**src/rtl/param_ram_multibank_if.sv**
```systemverilog
// Host-side bus of the multi-bank parameter RAM: write port, read handshake and status.
// Optional macro PARAM_RAM_PARITY_EN adds the rd_perr status line.
interface param_ram_multibank_if #(
  parameter int DATA_W = 16,
  parameter int ADDR_W = 4,
  parameter int BANK_W = 2
);
  logic              wr_en;
  logic [BANK_W-1:0] wr_bank;
  logic [ADDR_W-1:0] wr_addr;
  logic [DATA_W-1:0] wr_data;
  logic              wr_ack;
  logic              wr_err;
  // A read transfers on a rising edge where rd_req && rd_ready; its result comes
  // back as a one-cycle rd_valid pulse, and rd_data holds between pulses.
  logic              rd_req;
  logic [BANK_W-1:0] rd_bank;
  logic [ADDR_W-1:0] rd_addr;
  logic              rd_ready;
  logic              rd_valid;
  logic [DATA_W-1:0] rd_data;
  logic              init_done;
  logic              dbg_state;
`ifdef PARAM_RAM_PARITY_EN
  logic              rd_perr;
`endif

  modport master (
    output wr_en, wr_bank, wr_addr, wr_data, rd_req, rd_bank, rd_addr,
    input  wr_ack, wr_err, rd_ready, rd_valid, rd_data, init_done, dbg_state
`ifdef PARAM_RAM_PARITY_EN
    , input rd_perr
`endif
  );

  modport slave (
    input  wr_en, wr_bank, wr_addr, wr_data, rd_req, rd_bank, rd_addr,
    output wr_ack, wr_err, rd_ready, rd_valid, rd_data, init_done, dbg_state
`ifdef PARAM_RAM_PARITY_EN
    , output rd_perr
`endif
  );
endinterface

```
**src/rtl/param_ram_multibank.sv**
```systemverilog
// NUM_BANKS banks of 2**ADDR_W words behind one shared port, with a post-reset clear
// sweep, a one-deep pending-read slot and even-parity storage under PARAM_RAM_PARITY_EN.
module param_ram_multibank #(
  parameter int                DATA_W     = 16,
  parameter int                ADDR_W     = 4,
  parameter int                NUM_BANKS  = 3,
  parameter int                BANK_W     = 2,
  parameter logic [DATA_W-1:0] INIT_VALUE = '0
) (
  input logic                  clk_A,
  input logic                  reset,
  param_ram_multibank_if.slave bus
);
  localparam int DEPTH = 2 ** ADDR_W;
`ifdef PARAM_RAM_PARITY_EN
  localparam int WORD_W = DATA_W + 1;
`else
  localparam int WORD_W = DATA_W;
`endif
  localparam logic [BANK_W:0] NB = NUM_BANKS[BANK_W:0];

  typedef enum logic {ST_INIT = 1'b0, ST_RUN = 1'b1} state_e;

  function automatic logic [WORD_W-1:0] pack_word(input logic [DATA_W-1:0] d);
`ifdef PARAM_RAM_PARITY_EN
    return {^d, d};
`else
    return d;
`endif
  endfunction

  logic [WORD_W-1:0] mem_q [NUM_BANKS][DEPTH];

  state_e            state_q;
  logic [ADDR_W-1:0] ptr_q, ptr_d;
  logic              wr_ack_q, wr_err_q, rd_valid_q;
  logic [DATA_W-1:0] rd_data_q;
  logic              pend_valid_q;
  logic [BANK_W-1:0] pend_bank_q;
  logic [ADDR_W-1:0] pend_addr_q;
`ifdef PARAM_RAM_PARITY_EN
  logic              rd_perr_q;
`endif

  logic              run, rd_ready, wr_fire, wr_ok, rd_accept, rd_issue;
  logic [BANK_W-1:0] sel_bank;
  logic [ADDR_W-1:0] sel_addr;
  logic [WORD_W-1:0] rd_word_d;

  always_comb begin
    run       = (state_q == ST_RUN);
    rd_ready  = run && !pend_valid_q;
    wr_fire   = run && bus.wr_en;
    wr_ok     = ({1'b0, bus.wr_bank} < NB);
    rd_accept = bus.rd_req && rd_ready;
    // The pending slot is always served before a fresh request.
    rd_issue  = run && !bus.wr_en && (pend_valid_q || rd_accept);
    sel_bank  = pend_valid_q ? pend_bank_q : bus.rd_bank;
    sel_addr  = pend_valid_q ? pend_addr_q : bus.rd_addr;
    ptr_d     = ptr_q + ADDR_W'(1);
    rd_word_d = '0;
    if ({1'b0, sel_bank} < NB) rd_word_d = mem_q[sel_bank][sel_addr];
  end

  // Storage has no reset; the sweep initialises it once the FSM is in INIT.
  always_ff @(posedge clk_A) begin
    if (state_q == ST_INIT) begin
      for (int b = 0; b < NUM_BANKS; b++) mem_q[b][ptr_q] <= pack_word(INIT_VALUE);
    end else if (wr_fire && wr_ok) begin
      mem_q[bus.wr_bank][bus.wr_addr] <= pack_word(bus.wr_data);
    end
  end

  always_ff @(posedge clk_A or posedge reset) begin
    if (reset) begin
      state_q      <= ST_INIT;
      ptr_q        <= '0;
      wr_ack_q     <= 1'b0;
      wr_err_q     <= 1'b0;
      rd_valid_q   <= 1'b0;
      rd_data_q    <= '0;
      pend_valid_q <= 1'b0;
      pend_bank_q  <= '0;
      pend_addr_q  <= '0;
`ifdef PARAM_RAM_PARITY_EN
      rd_perr_q    <= 1'b0;
`endif
    end else begin
      wr_ack_q   <= 1'b0;
      wr_err_q   <= 1'b0;
      rd_valid_q <= 1'b0;
`ifdef PARAM_RAM_PARITY_EN
      rd_perr_q  <= 1'b0;
`endif
      if (state_q == ST_INIT) begin
        ptr_q <= ptr_d;
        if (ptr_q == ADDR_W'(DEPTH - 1)) state_q <= ST_RUN;
      end else if (bus.wr_en) begin
        wr_ack_q <= wr_ok;
        wr_err_q <= !wr_ok;
        if (rd_accept) begin
          pend_valid_q <= 1'b1;
          pend_bank_q  <= bus.rd_bank;
          pend_addr_q  <= bus.rd_addr;
        end
      end else if (rd_issue) begin
        rd_valid_q   <= 1'b1;
        rd_data_q    <= rd_word_d[DATA_W-1:0];
        pend_valid_q <= 1'b0;
`ifdef PARAM_RAM_PARITY_EN
        rd_perr_q    <= ^rd_word_d;
`endif
      end
    end
  end

  assign bus.wr_ack    = wr_ack_q;
  assign bus.wr_err    = wr_err_q;
  assign bus.rd_ready  = rd_ready;
  assign bus.rd_valid  = rd_valid_q;
  assign bus.rd_data   = rd_data_q;
  assign bus.init_done = run;
  assign bus.dbg_state = state_q;
`ifdef PARAM_RAM_PARITY_EN
  assign bus.rd_perr   = rd_perr_q;
`endif
endmodule
```
**src/flat_wrapper.sv**
```systemverilog
// flat-port wrapper written by rule: the top's interface ports become plain ports
module param_ram_multibank_flat 
#(
  parameter int                DATA_W     = 16,
  parameter int                ADDR_W     = 4,
  parameter int                NUM_BANKS  = 3,
  parameter int                BANK_W     = 2,
  parameter logic [DATA_W-1:0] INIT_VALUE = '0
)
  (clk_A, reset, bus_wr_en, bus_wr_bank, bus_wr_addr, bus_wr_data, bus_rd_req, bus_rd_bank, bus_rd_addr, bus_wr_ack, bus_wr_err, bus_rd_ready, bus_rd_valid, bus_rd_data, bus_init_done, bus_dbg_state);
  param_ram_multibank_if #(.DATA_W(DATA_W), .ADDR_W(ADDR_W), .BANK_W(BANK_W)) bus_i ();
  input logic clk_A;
  input logic reset;
  input wire logic [$bits(bus_i.wr_en)-1:0] bus_wr_en;
  input wire logic [$bits(bus_i.wr_bank)-1:0] bus_wr_bank;
  input wire logic [$bits(bus_i.wr_addr)-1:0] bus_wr_addr;
  input wire logic [$bits(bus_i.wr_data)-1:0] bus_wr_data;
  input wire logic [$bits(bus_i.rd_req)-1:0] bus_rd_req;
  input wire logic [$bits(bus_i.rd_bank)-1:0] bus_rd_bank;
  input wire logic [$bits(bus_i.rd_addr)-1:0] bus_rd_addr;
  output wire logic [$bits(bus_i.wr_ack)-1:0] bus_wr_ack;
  output wire logic [$bits(bus_i.wr_err)-1:0] bus_wr_err;
  output wire logic [$bits(bus_i.rd_ready)-1:0] bus_rd_ready;
  output wire logic [$bits(bus_i.rd_valid)-1:0] bus_rd_valid;
  output wire logic [$bits(bus_i.rd_data)-1:0] bus_rd_data;
  output wire logic [$bits(bus_i.init_done)-1:0] bus_init_done;
  output wire logic [$bits(bus_i.dbg_state)-1:0] bus_dbg_state;
  assign bus_i.wr_en = bus_wr_en;
  assign bus_i.wr_bank = bus_wr_bank;
  assign bus_i.wr_addr = bus_wr_addr;
  assign bus_i.wr_data = bus_wr_data;
  assign bus_i.rd_req = bus_rd_req;
  assign bus_i.rd_bank = bus_rd_bank;
  assign bus_i.rd_addr = bus_rd_addr;
  assign bus_wr_ack = bus_i.wr_ack;
  assign bus_wr_err = bus_i.wr_err;
  assign bus_rd_ready = bus_i.rd_ready;
  assign bus_rd_valid = bus_i.rd_valid;
  assign bus_rd_data = bus_i.rd_data;
  assign bus_init_done = bus_i.init_done;
  assign bus_dbg_state = bus_i.dbg_state;
  param_ram_multibank #(.DATA_W(DATA_W), .ADDR_W(ADDR_W), .NUM_BANKS(NUM_BANKS), .BANK_W(BANK_W), .INIT_VALUE(INIT_VALUE)) u_core (.clk_A(clk_A), .reset(reset), .bus(bus_i));
endmodule
```
**config.mk**
```make
export PLATFORM = sky130hd
export DESIGN_NAME = param_ram_multibank_flat
export DESIGN_NICKNAME = d
export VERILOG_FILES = /design/src/rtl/param_ram_multibank_if.sv /design/src/rtl/param_ram_multibank.sv /design/src/flat_wrapper.sv
export SDC_FILE = /design/constraint.sdc
export NUM_CORES = 2
export LEC_CHECK = 0
export ABC_AREA = 1
export BUFFER_PORTS_ARGS = -buffer_cell sky130_fd_sc_hd__buf_4
export CORE_MARGIN = 4
export CORE_UTILIZATION = 30
export CTS_CLUSTER_SIZE = 25
export DETAILED_ROUTE_END_ITERATION = 8
export SLEW_MARGIN = 20
export SYNTH_ARGS = -nofsm -noshare
export SYNTH_HDL_FRONTEND = slang
export SYNTH_SLANG_ARGS = --single-unit
```
**constraint.sdc**
```tcl
create_clock -name clk_A -period 3.35 [get_ports clk_A]
set_input_delay 0.5025 -clock clk_A [delete_from_list [all_inputs] [get_ports clk_A]]
set_output_delay 0.5025 -clock clk_A [all_outputs]
set_load 0.03 [all_outputs]
```
==> summary.json <==
{
  "synth": {
    "ys_types": 27,
    "synthDominantAreaCellType": "edfxtp_1",
    "post_synth_main_area_contributors": "edfxtp_1, nand3_1, nand2_1, nor2_1, dfrtp_1",
    "mappedNetlistArea_um2": 46560,
    "ys_ff_latch": 1055,
    "post_synth_inst_count": 4556,
    "synth_top_area_share_pct": 66.04,
    "ys_warn_count": 0,
    "synth_area_per_cell_um2": 10.22,
    "ys_seq_area_share_pct": 67.71
  },
  "clock_tree": {
    "path_clk_slew_ns": 0.06,
    "number_of_post_cts_setup_repair_buffers": 0,
    "clock_sink_count": 1055,
    "cts_resized": 0,
    "worst_skew_pair.late_latency_ns": 0.71,
    "cts_hold_buffers": 1,
    "cts_buffers": 111,
    "ctsHtreeMaxLevel": 3,
    "clock_tree.buffer_depth": 3,
    "cts_tree": "yes",
    "root_buffer": "clkbuf_16"
  },
  "place": {
    "place_congestion": 0.9555,
    "buffer_ports.inserted": 53,
    "placedCellCount": 6729,
    "detailed_placer_s_ending_hpwl_mm": 93.80
  },
  "floorplan": {
    "row_count": 144,
    "core_area_um2": 154200,
    "starting_utilization_of_the_core_area_pct": 30.19,
    "die_width_um": 402.0,
    "dieArea_um2": 161600,
    "design.portCount": 54,
    "chipHeight_um": 402.0
  },
  "routing": {
    "via_count": 35066,
    "drtAntennaViolNets": 0,
    "detail_route.vias_per_cell": 5.055,
    "total_routed_length_mm": 153.9,
    "initialDrtViolationCount": 4904,
    "route.detailed.drc": 0,
    "routed_wire_length_per_instance_um": 22.18,
    "drt-pass1-iter-count": 6
  },
  "timing": {
    "layout_min_cycle_time_ns": 3.078,
    "fin_skew_ns": 0.02776,
    "rsz0062_at_grt": "no",
    "timing.final.crit_share_pct": 91.88,
    "finalSetupViolations": 0,
    "final_max_slew_viols": 0,
    "slew_of_the_pin_with_the_lowest_slew_margin_ns": 1.093,
    "max_clock_freq_mhz": 324.9,
    "relative_slew_margins_pct": 27.14,
    "finalHoldViolCount": 0,
    "timing.setup.tns_ns": 0
  },
  "global_route": {
    "gr-usage-all-layers_pct": 18.49,
    "number_of_antenna_violations_at_the_first_check_in_global_routing": 7,
    "grt_first_pass_wirelength_mm": 224.1,
    "grt_pass1_vias": 32896,
    "grt_start_max_net_pins": 101,
    "globalRouteOverflowTotal": 0
  },
  "worst_setup_path": {
    "worst-endpoint-required_ns": 3.97,
    "critPathBufInv": 3,
    "cpLargestDelayFamily": "simple AND/OR/NAND/NOR gates",
    "reg2reg_setup_slack_ns": 0.27,
    "path_common_cell": "nand3_1",
    "endpoint_kind": "flop",
    "cp_slowest_stage_delay_ns": 0.49,
    "worst_setup_path_startpoint": "u_core.pend_valid_q$_DFFE_PP0P_",
    "worst_path_max_delay_cell": "dfrtp_1",
    "worstReg2RegStart": "u_core.pend_valid_q$_DFFE_PP0P_",
    "crit_fanout": 66,
    "arrival_ns": 3.70,
    "timing.setup.critical_path_class": "reg -> reg",
    "timing.critical_path.from_type": "flop",
    "crit_path_cell_trace": "buf_4 > nand2_1 > o21ai_4 > buf_12 > buf_12 > nand3_1 > nand3_1 > nand3_1 > nand3_1 > nand3_1 > nand2_1"
  },
  "final_layout": {
    "seqCellArea_um2": 31530,
    "layout_commonest_cell": "nand2_1",
    "multi_input_comb_area_um2": 13910,
    "filler_instances": 15477,
    "post_route_cells_drive_above_1_share_pct": 9.137,
    "area_growth_syn_to_layout_pct": 16.93,
    "fin_cells": 6937,
    "most-common-layout-cells": "nand2_1, nand3_1, edfxtp_1, nor2_1, conb_1",
    "design.final.nets": 4835
  },
  "power_and_ir_drop": {
    "report.power.total_mw": 32.27,
    "power.leakage_nw": 21.79,
    "power_density_nw_per_um2": 592.7,
    "vdd.ir_drop.worst_v": 0.0004301
  },
  "flow_run": {
    "max_cap_violations": 0
  },
  "outcome": {
    "status": "complete, no violations"
  },
  "worst_hold_path": {
    "holdCritStartpoint": "bus_wr_bank[0]",
    "worst_hold_path_type": "in -> reg"
  }
}
==> worst paths after layout <==
kind                                                     endpoint  cells after the start
worst max-delay path            u_core.bus.rd_data[8]$_DFFE_PP0P_                     11
worst min-delay path                  u_core.bus.wr_ack$_DFF_PP0_                      2
worst max register to register  u_core.bus.rd_data[8]$_DFFE_PP0P_                     11
worst min register to register  u_core.pend_addr_q[3]$_DFFE_PP0P_                      2
max in group asynchronous       u_core.bus.rd_data[6]$_DFFE_PP0P_                      4
min in group asynchronous       u_core.pend_bank_q[1]$_DFFE_PP0P_                      4
==> per-stage QoR <==
stage | hold slack (ns) | utilization [%] | worst slack (ns) | area [µm²]
floorplan | 0.4529 | - | 0.9247 | 47520
global placement | 0.4696 | 32.84 | 0.3159 | 50650
detailed placement | 0.4787 | 32.84 | 0.2763 | 50650
CTS | 0.05571 | 35.29 | 0.3446 | 54430
global route | 0.08060 | 35.30 | 0.1205 | 54440
finish | 0.09081 | 35.30 | 0.2719 | 54440
==> routing by layer <==
metal / part of all wire, % / global-route usage (%)
met1: 40 / 25.54
met2: 45 / 28.59
met3: 11 / 4.310
met4: 3.9 / 6.381
met5: 0.014 / 0
==> synth_stat cells, drive strengths merged <==
library cell	instances
nand3b	4
ha	4
nand3	1036
nand2	1174
buf	222
clkbuf	135
inv	103
a21oi	2
o21ai	15
xor2	2
nand4	1
dfrtp	31
nor2	800
nor3	1
xnor2	1
edfxtp	1024
conb	1
==> worst register-to-register path: cells and delay by family, from the launching register on <==
| family | cells | cell delay [ns] |
|---|---|---|
| flip-flops | 1 | 0.49 |
| buffers and inverters | 3 | 1.13 |
| AND/OR/NAND/NOR | 7 | 1.29 |
| AO/OA/AOI/OAI | 1 | 0.11 |
==> cell type report <==
cell class	count	area share, %
clock buffers	133	5.484
clock inverters	73	1.436
diodes	1	0.004596
repair buffers	232	4.215
flip-flops and latches	1055	57.91
well taps	2044	4.698
inverters	103	0.7147
multi-input cells	3296	25.54
==> state kept, by name (all words and copies together) (netlist names) <==
register              flops
u_core.bus.dbg_state      1
u_core.bus.rd_data       16
u_core.bus.rd_valid       1
u_core.bus.wr_ack         1
u_core.bus.wr_err         1
u_core.mem_q           1024
u_core.pend_addr_q        4
u_core.pend_bank_q        2
u_core.pend_valid_q       1
u_core.ptr_q              4
==> logic make-up (layout without fill, tap and decap cells) <==
kind of cell               after synthesis  after routing  synth area share, %
AOI/OAI and AO/OA                       17             17               0.2311
xor gates and xnor gates                 3              3              0.05644
buffers and inverters                  460            541                4.649
and+or+nand+nor                       3016           3016                27.24
other                                    1            257             0.008054
adders and majority gates                4              4               0.1075
DFF                                   1055           1055                67.71
==> power by group <==
group,leakage [nW],switching (mW),internal [mW],total (mW)
clock network,1.85,5.30,7.55,12.9
registers,11.6,0.214,14.7,14.9
logic,8.34,3.31,1.20,4.51
total,21.8,8.83,23.4,32.3
Power figures use the tool's default switching activity.
